## src/rtl/lane_center_tracker.sv

```systemverilog
// Streaming lane-centre tracker: 3-tap row gradient, merged peak table, then a pairwise
// search for the edge pair whose centre lies nearest the previous frame's centre.
module lane_center_tracker #(
  parameter  int ROW_PIXELS = 32,
  parameter  int PIX_W      = 8,
  parameter  int MAX_PEAKS  = 4,
  parameter  int MIN_SEP    = 2,
  parameter  int MIN_LANE_W = 4,
  localparam int POS_W      = $clog2(ROW_PIXELS)
) (
  input  logic             clk,
  input  logic             rst,
  input  logic             start,
  input  logic [PIX_W-1:0] threshold,
  input  logic [PIX_W-1:0] rx_data,
  input  logic             rx_valid,
  output logic             rx_ready,
  output logic             out_valid,
  input  logic             out_ready,
  output logic [POS_W-1:0] center,
  output logic [PIX_W-1:0] confidence,
  output logic             lane_found,
  output logic             peak_overflow,
  output logic             busy
);

  localparam int IW = $clog2(MAX_PEAKS);
  localparam int CW = $clog2(MAX_PEAKS + 1);
  localparam logic [POS_W-1:0] CENTER_RST = POS_W'((ROW_PIXELS - 2) / 2);
  localparam logic [POS_W-1:0] LAST_PIX   = POS_W'(ROW_PIXELS - 1);
  localparam logic [IW-1:0]    LAST_IDX   = IW'(MAX_PEAKS - 1);
  localparam logic [IW-1:0]    PEN_IDX    = IW'(MAX_PEAKS - 2);

  typedef enum logic [1:0] {IDLE, RECEIVE, SELECT, OUTPUT} state_t;
  state_t state;

  logic [PIX_W-1:0] thr, h1, h2;
  logic [POS_W-1:0] idx;
  logic [POS_W-1:0] pk_pos [MAX_PEAKS];
  logic [PIX_W-1:0] pk_val [MAX_PEAKS];
  logic [MAX_PEAKS-1:0] pk_vld;
  logic [CW-1:0]    pk_cnt;
  logic             ovf;
  logic [IW-1:0]    p1, p2;
  logic [POS_W:0]   best_diff;
  logic             found, sel_done;
  logic [POS_W-1:0] best_c, last_center;
  logic [PIX_W-1:0] best_v1, best_v2;

  logic [PIX_W:0]   g_raw, g_abs;
  logic [PIX_W-1:0] mag;
  logic [POS_W-1:0] gpos, last_pos, sep;
  logic [IW-1:0]    last_i;
  logic             hit, close, replace, append, drop;

  // Gradient of the incoming pixel against p[i-2] and the peak-table decision.
  always_comb begin
    g_raw    = {1'b0, rx_data} - {1'b0, h2};
    g_abs    = g_raw[PIX_W] ? (~g_raw + (PIX_W+1)'(1)) : g_raw;
    mag      = g_abs[PIX_W] ? '1 : g_abs[PIX_W-1:0];
    gpos     = idx - POS_W'(2);
    last_i   = IW'(pk_cnt - CW'(1));
    last_pos = pk_pos[last_i];
    sep      = gpos - last_pos;
    hit      = (state == RECEIVE) && rx_valid && (idx >= POS_W'(2)) && (mag > thr);
    close    = (pk_cnt != '0) && (sep < POS_W'(MIN_SEP));
    replace  = hit && close && (mag > pk_val[last_i]);
    append   = hit && !close && (pk_cnt < CW'(MAX_PEAKS));
    drop     = hit && !close && (pk_cnt >= CW'(MAX_PEAKS));
  end

  logic [POS_W-1:0] a_pos, b_pos, pair_c, pair_diff;
  logic             pair_ok, better;

  always_comb begin
    a_pos     = pk_pos[p1];
    b_pos     = pk_pos[p2];
    pair_ok   = pk_vld[p1] && pk_vld[p2] && (b_pos >= a_pos) &&
                ((b_pos - a_pos) >= POS_W'(MIN_LANE_W));
    pair_c    = POS_W'(({1'b0, a_pos} + {1'b0, b_pos}) >> 1);
    pair_diff = (pair_c >= last_center) ? (pair_c - last_center) : (last_center - pair_c);
    better    = pair_ok && ({1'b0, pair_diff} < best_diff);
  end

  // Peak payload needs no reset: the valid bits gate every read.
  always_ff @(posedge clk) begin
    if (replace) begin
      pk_pos[last_i] <= gpos;
      pk_val[last_i] <= mag;
    end else if (append) begin
      pk_pos[IW'(pk_cnt)] <= gpos;
      pk_val[IW'(pk_cnt)] <= mag;
    end
  end

  always_ff @(posedge clk) begin
    if (rst) begin
      state         <= IDLE;
      rx_ready      <= 1'b0;
      out_valid     <= 1'b0;
      busy          <= 1'b0;
      center        <= CENTER_RST;
      confidence    <= '0;
      lane_found    <= 1'b0;
      peak_overflow <= 1'b0;
      last_center   <= CENTER_RST;
      thr           <= '0;
      idx           <= '0;
      h1            <= '0;
      h2            <= '0;
      pk_vld        <= '0;
      pk_cnt        <= '0;
      ovf           <= 1'b0;
      p1            <= '0;
      p2            <= '0;
      best_diff     <= '1;
      found         <= 1'b0;
      sel_done      <= 1'b0;
      best_c        <= '0;
      best_v1       <= '0;
      best_v2       <= '0;
    end else begin
      case (state)
        IDLE: begin
          if (start) begin
            state    <= RECEIVE;
            rx_ready <= 1'b1;
            busy     <= 1'b1;
            thr      <= threshold;
            idx      <= '0;
            pk_vld   <= '0;
            pk_cnt   <= '0;
            ovf      <= 1'b0;
          end
        end
        RECEIVE: begin
          if (rx_valid) begin
            h1  <= rx_data;
            h2  <= h1;
            idx <= idx + POS_W'(1);
            if (append) begin
              pk_vld[IW'(pk_cnt)] <= 1'b1;
              pk_cnt              <= pk_cnt + CW'(1);
            end
            if (drop) ovf <= 1'b1;
            if (idx == LAST_PIX) begin
              state     <= SELECT;
              rx_ready  <= 1'b0;
              p1        <= '0;
              p2        <= IW'(1);
              best_diff <= '1;
              found     <= 1'b0;
              sel_done  <= 1'b0;
            end
          end
        end
        SELECT: begin
          // One extra cycle after the last pair folds the winner into the output registers.
          if (sel_done) begin
            state         <= OUTPUT;
            out_valid     <= 1'b1;
            center        <= found ? best_c : last_center;
            confidence    <= found ? PIX_W'(({1'b0, best_v1} + {1'b0, best_v2}) >> 1) : '0;
            lane_found    <= found;
            peak_overflow <= ovf;
          end else begin
            if (better) begin
              best_diff <= {1'b0, pair_diff};
              best_c    <= pair_c;
              best_v1   <= pk_val[p1];
              best_v2   <= pk_val[p2];
              found     <= 1'b1;
            end
            if (p1 == PEN_IDX && p2 == LAST_IDX) begin
              sel_done <= 1'b1;
            end else if (p2 == LAST_IDX) begin
              p1 <= p1 + IW'(1);
              p2 <= p1 + IW'(2);
            end else begin
              p2 <= p2 + IW'(1);
            end
          end
        end
        OUTPUT: begin
          if (out_ready) begin
            state     <= IDLE;
            out_valid <= 1'b0;
            busy      <= 1'b0;
            if (lane_found) last_center <= center;
          end
        end
        default: state <= IDLE;
      endcase
    end
  end

endmodule
```

## config.mk

```make
export PLATFORM = sky130hd
export DESIGN_NAME = lane_center_tracker
export DESIGN_NICKNAME = d
export VERILOG_FILES = /design/src/rtl/lane_center_tracker.sv
export SDC_FILE = /design/constraint.sdc
export NUM_CORES = 1
export LEC_CHECK = 0
export CORE_UTILIZATION = 40
export CTS_BUF_LIST = sky130_fd_sc_hd__clkbuf_16
export DETAILED_ROUTE_END_ITERATION = 6
export GPL_TIMING_DRIVEN = 0
export SLEW_MARGIN = 20
export SYNTH_ARGS = -nofsm -noshare
export SYNTH_HDL_FRONTEND = slang
export SYNTH_SLANG_ARGS = --single-unit
```

## constraint.sdc

```tcl
create_clock -name clk -period 8.7 [get_ports clk]
set_input_delay 1.74 -clock clk [delete_from_list [all_inputs] [get_ports clk]]
set_output_delay 1.74 -clock clk [all_outputs]
set_load 0.05 [all_outputs]
```

# Word level (Yosys, flattened, before mapping)
# Memories as Yosys holds them, arrays and structs flattened. A register that Yosys moved wholly into a read port is not among the register bits.
# Index checks and enable logic that the tools add are counted.
# totals
inputBits	21
out_inout_bits	18
ram_bits	52
regBits	79
elab_cells	191
memories	2
# classes
n_lt_le_gt_ge	14
eq_ne	17
n_bitwise	3
reduce_logical	40
add_sub_neg	15
mux	78
# memory_table
memory	depth	width	rd	rd_ports_with_merged_regs	write_ports	line_no	text
pk_val	4	8	3	2	1	40	logic [PIX_W-1:0] pk_val [MAX_PEAKS];
pk_pos	4	5	3	2	1	39	logic [POS_W-1:0] pk_pos [MAX_PEAKS];
# op_table
op	count
$mux 2	21
$mux 5	5
$mux 6	4
$mux 8	3
$mux 1	22
$ne 2x2->1 const B	10
$sub 5x5->5	4
$reduce_and 3->1	6
$gt 8x8->1	2
$logic_and 1x1->1	15
$reduce_and 5->1	3
$mux 4	3
$pmux 1 s2	6
$pmux 6 s2	1
$reduce_and 4->1	3
$ge 5x5->1	2
$pmux 5 s2	1
$add 8x8->9	1
$add 9x1->9 const B	1
$lt 2x3->1 const B	3
$mux 3	3
$mux 9	1
$not 9->9	1
$sub 8x8->9	1
34 further kinds	45

# Longest topological paths before layout
# depth
depth_word	14
ltp_mapped	26
depth_no_buf	23

# Least setup slack after synthesis
# Ideal clock, no wire load.
# synth_timing
kind	input -> register
from	in rx_data[0]
to	mem pk_pos[2][0] (netlist bit), enable pin
path_stages	19
path_buffers	0
setup_time_ns	0.404
arrival_ns	6.427
path_slack_ns	1.869
required_ns	8.296
cell_sequence	inv_1 -> ha_1 -> inv_1 -> fa_1 -> a211o_1 -> o21ai_1 -> xnor2_1 -> or3_1 -> and3_1 -> o21ai_0 -> ha_1 -> nand4_1 -> nor2_1 -> and3b_1 -> and4b_1 -> a311o_1 -> nor2_1 -> nand3_1 -> o31ai_1
# synth_via
elab_chain_len	14
word_cells_on_any_way	20
classes_between	add/sub: 2; order compare: 2; mux: 9; bitwise: 1; reduce/logical: 6
# synth_lines
element	line_no	text
start: declaration	15	input logic [PIX_W-1:0] rx_data,
$sub 8x8->9 *	58	g_raw = {1'b0, rx_data} - {1'b0, h2};
$not 9->9	59	g_abs = g_raw[PIX_W] ? (~g_raw + (PIX_W+1)'(1)) : g_raw;
$add 9x1->9	59	
$mux 9 *	59	
$mux 8 *	60	mag = g_abs[PIX_W] ? '1 : g_abs[PIX_W-1:0];
named net mag[5]	51	logic [PIX_W-1:0] mag;
$gt 8x8->1	65	hit = (state == RECEIVE) && rx_valid && (idx >= POS_W'(2)) && (mag > thr);
$logic_and 1x1->1	65	
$logic_and 1x1->1 (2 in series)	68	append = hit && !close && (pk_cnt < CW'(MAX_PEAKS));
$mux 1	90	end else if (append) begin
$mux 1	87	if (replace) begin
$mux 1 (not written as such)	91	pk_pos[IW'(pk_cnt)] <= gpos;
$reduce_or 5->1 (no line)	--	
$mux 2 (no line) or $mux 1 (tied branches)	--	
end: declaration	39	
# Mark *: on every way through the listed nets, which the timed path passes. The rest lies on a longest branch.

# Final worst setup path
# layout_timing
from	in rx_data[0]
to	mem pk_val[0][0], enable pin
# layout_via
elab_chain_len	14
word_cells_on_any_way	20
classes_between	add/sub: 2; order compare: 2; mux: 9; bitwise: 1; reduce/logical: 6
# layout_lines
element	line_no	text
$sub 8x8->9 *	58	
$not 9->9	59	
$add 9x1->9	59	
$mux 9 *	59	
$mux 8 *	60	
named net mag[5]	51	
$gt 8x8->1	65	
$logic_and 1x1->1	65	
$logic_and 1x1->1 (2 in series)	68	
$mux 1	90	
$mux 1	87	
$mux 1 (not written as such)	92	pk_val[IW'(pk_cnt)] <= mag;
$reduce_or 8->1 (no line)	--	
$mux 2 (no line) or $mux 1 (tied branches)	--	
end: declaration	40	
# Marks and branches as above.

==> impl_metrics.env <==
export IMPL_p_clk_share_pct=37.4
export IMPL_die_w_microns=152
export IMPL_leakagePower_uw=0.00392
export IMPL_core_area_sq_um=21900
export IMPL_synth_warnings=0
export IMPL_status="finished, final reports clean"
export IMPL_worstSetupPathType="primary input to flop"
export IMPL_synthTopCellsByArea="dfxtp_1 22%, edfxtp_1 17%, mux4_2 10%"
export IMPL_htreeDepth=4
export IMPL_rsz0062_at_grt="no"
export IMPL_drive_gt1_share_pct=10.7
export IMPL_start_kind="primary input"
export IMPL_final_util_pct=47.4
export IMPL_area_growth_pct=15.7
export IMPL_drc=0
export IMPL_yosysTopAreaCellShare_pct=22.1
export IMPL_cts_buffer_depth=2
export IMPL_grt_pass1_wl_mm=35.1
export IMPL_synth_flop_cell="dfxtp_1"
export IMPL_die_h_microns=152
export IMPL_diodes=0
export IMPL_clk_pin_slew_ns=0.06
export IMPL_pwr_share_comb_pct=23.5
export IMPL_cp_max_fo=7
export IMPL_grt_max_degree=17
export IMPL_ff_latch_area_sq_um=3540
export IMPL_gp_congestion=0.854
export IMPL_overflow=0
export IMPL_synth_cell_type_count=76
export IMPL_vdd_drop_max_mv=0.119
export IMPL_max_slew_margin_rel_pct=38.8
export IMPL_drt_pass1_iterations=5
export IMPL_timing_final_crit_period_ns=7.42
export IMPL_worst_pin_slew_ns=0.918
export IMPL_synth_nets=993
export IMPL_hold_viol=0
export IMPL_postCtsHoldBufs=0
export IMPL_post_route_period_util_pct=85.3
export IMPL_seqPwrFrac_pct=39.1
export IMPL_critPathRequiredTime_ns=8.84
export IMPL_antenna_found_initial=0
export IMPL_dieArea_sq_um=23000
export IMPL_cts_sinks=151
export IMPL_cts_made_buffers=17
export IMPL_syn_area_sq_um=8970
export IMPL_cts_tree="built"
export IMPL_synthArstFlopShare_pct=0
export IMPL_synth_edff_count=52
export IMPL_grt_busiest_layer="met2"
export IMPL_multiInputGateArea_sq_um=5070
export IMPL_fillers=2104
export IMPL_maxCapViolCount=0
export IMPL_post_drt_wl_per_cell_microns=17.7
export IMPL_power_share_switching_pct=30.9
export IMPL_timing_setup_tns_ns=0
export IMPL_cts_resized_gates=0
export IMPL_grt_pass1_vias=6613
export IMPL_wl_mm=22.1
export IMPL_grt_util_met2_pct=35.5
export IMPL_post_cts_buffers=0
export IMPL_yosysTopAreaCell="dfxtp_1"
export IMPL_fin_nets=1053
export IMPL_drt_iter0_markers=440
export IMPL_p_total_uw=2020
export IMPL_synthCells=893
export IMPL_p_switching_uw=623
export IMPL_grtUsageMet1_pct=25.3
export IMPL_synth_seq_cells=151
export IMPL_cp_end_kind="flop"
export IMPL_start_util_pct=41.0
export IMPL_post_dp_hpwl_mm=16.8
export IMPL_placed_cell_area_sq_um=9780
export IMPL_finalInstanceArea_sq_um=10400
export IMPL_p_int_uw=1390
export IMPL_avgViaCountPerCell=5.48
export IMPL_power_density_nw_per_um2=194
export IMPL_setup_viol=0
export IMPL_min_path_type="flop to flop"
export IMPL_max_freq_mhz=135
export IMPL_slew_violations=0
export IMPL_row_count=54
export IMPL_track_usage_pct=20.5
export IMPL_cts_root_buf="clkbuf_16"
export IMPL_ant_nets=0
export IMPL_yosysSeqAreaShare_pct=39.5
export IMPL_use_met3_pct=3.83
export IMPL_portBuffers=37
export IMPL_vias=6832
export IMPL_skew_ns=0.0113
export IMPL_clk_latency_ns=0.43
export IMPL_ios=39
export IMPL_syn_avg_cell_area_sq_um=10.1
export IMPL_cp_arrival_ns=7.56
[routing by layer]
| metal | up-vias | routed length (microns) |
|---|---|---|
| li1 | 3360 | - |
| met1 | 3298 | 9720 |
| met2 | 142 | 10900 |
| met3 | 32 | 883 |
| met4 | 0 | 579 |
| met5 | - | 0 |
[final timing paths]
kind	from	slack (ns)	cells after the start	end
worst max-delay path	rx_data[0]	1.28	21	pk_val[0][0]
worst max register to register	pk_cnt[0]	1.51	17	pk_val[3][0]
worst min register to register	thr[2]	0.45	2	thr[2]
worst min-delay path	thr[2]	0.45	2	thr[2]
[synth_stat cells (all sizes together) (15+ instances only)]
master and n:
clkbuf 31, inv 68, dfxtp 99, a21oi 69
ha 73, nand2 108, o21ai 32, edfxtp 52
nor2 73, nand3 17, mux4 41, mux2i 26
xor2 15
[cell families (layout without fill, tap and decap cells)]
family	Yosys count	count (layout)	synth area share (%)
and+or+nand+nor	274	274	14.4
xor gates and xnor gates	23	23	2.40
muxes	68	68	13.3
adders and majority gates	79	79	11.5
AOI/OAI and AO/OA	193	193	14.4
DFF	151	151	39.5
buffers and inverters	105	178	4.45
[metrics by stage]
step	cells	setup WS (ns)	hold WS, ns
finish	1246	1.28	0.454
global route	1246	0.942	0.472
CTS	1246	1.33	0.457
detailed placement	1214	0.898	0.447
global placement	1210	-0.173	0.442
floorplan	893	1.87	0.428
[power by group through the flow]
stage / registers [uW] / logic (uW) / clock network [uW]
2_1_floorplan: 812 / 333 / 0
3_3_place_gp: 803 / 468 / 0
3_5_place_dp: 804 / 470 / 0
4_1_cts: 789 / 475 / 765
5_1_grt: 793 / 535 / 795
6_report: 789 / 474 / 754
[placed cells by master (no fill, tap or decap), types with 7 or more instances in the layout]
cell type	synthesis	final
a211oi_1	7	7
a21o_1	10	10
a21oi_1	68	68
and2_1	8	8
and3_1	10	10
clkbuf_1	30	30
clkbuf_16	0	19
clkdlybuf4s50_1	0	37
dfxtp_1	99	99
edfxtp_1	52	52
ha_1	73	73
inv_1	68	70
mux2i_1	26	26
mux4_2	41	41
nand2_1	108	108
nand3_1	17	17
nand4_1	8	8
nor2_1	73	73
nor2b_1	12	12
nor3_1	9	9
o211ai_1	13	13
o21a_1	8	8
o21ai_0	29	29
xnor2_1	7	7
xor2_1	15	15
[worst max-delay path, stage by stage]
cell and delay, ns:
clkdlybuf4s50_1 0.44, inv_1 0.09, ha_1 0.15, inv_1 0.05, fa_1 0.43, a211o_1 0.33
o21ai_1 0.10, xnor2_1 0.18, a2111oi_4 0.57, nand3_1 0.33, o21ai_0 0.42, ha_1 0.38
nand4_1 0.14, nor2_1 0.12, and3b_1 0.19, and4b_1 0.19, a311o_1 0.39, nor4_4 0.42
nand3_1 0.20, o22ai_2 0.49, buf_6 0.22
[flip-flops by register name, summed over array words and instances (netlist names), 2 cells and up, named ones only]
| name | flops |
|---|---|
| p2 | 2 |
| h2 | 8 |
| state | 2 |
| pk_pos | 20 |
| best_c | 5 |
| pk_vld | 4 |
| pk_val | 32 |
| h1 | 8 |
| pk_cnt | 3 |
| idx | 5 |
| best_diff | 6 |
| best_v1 | 8 |
| best_v2 | 8 |
| last_center | 5 |
| thr | 8 |
| p1 | 2 |
| confidence | 8 |
| center | 5 |
[area by class of cell]
cell class,count,area share (%)
Inverter,69,2.49
Timing Repair Buffer,41,4.00
Clock buffer,19,4.58
Multi-Input combinational cell,637,48.9
Sequential cell,151,34.1
Buffer,36,1.35
Tap cell,280,3.37
Clock inverter,13,1.21
Power figures use the tool's default switching activity.
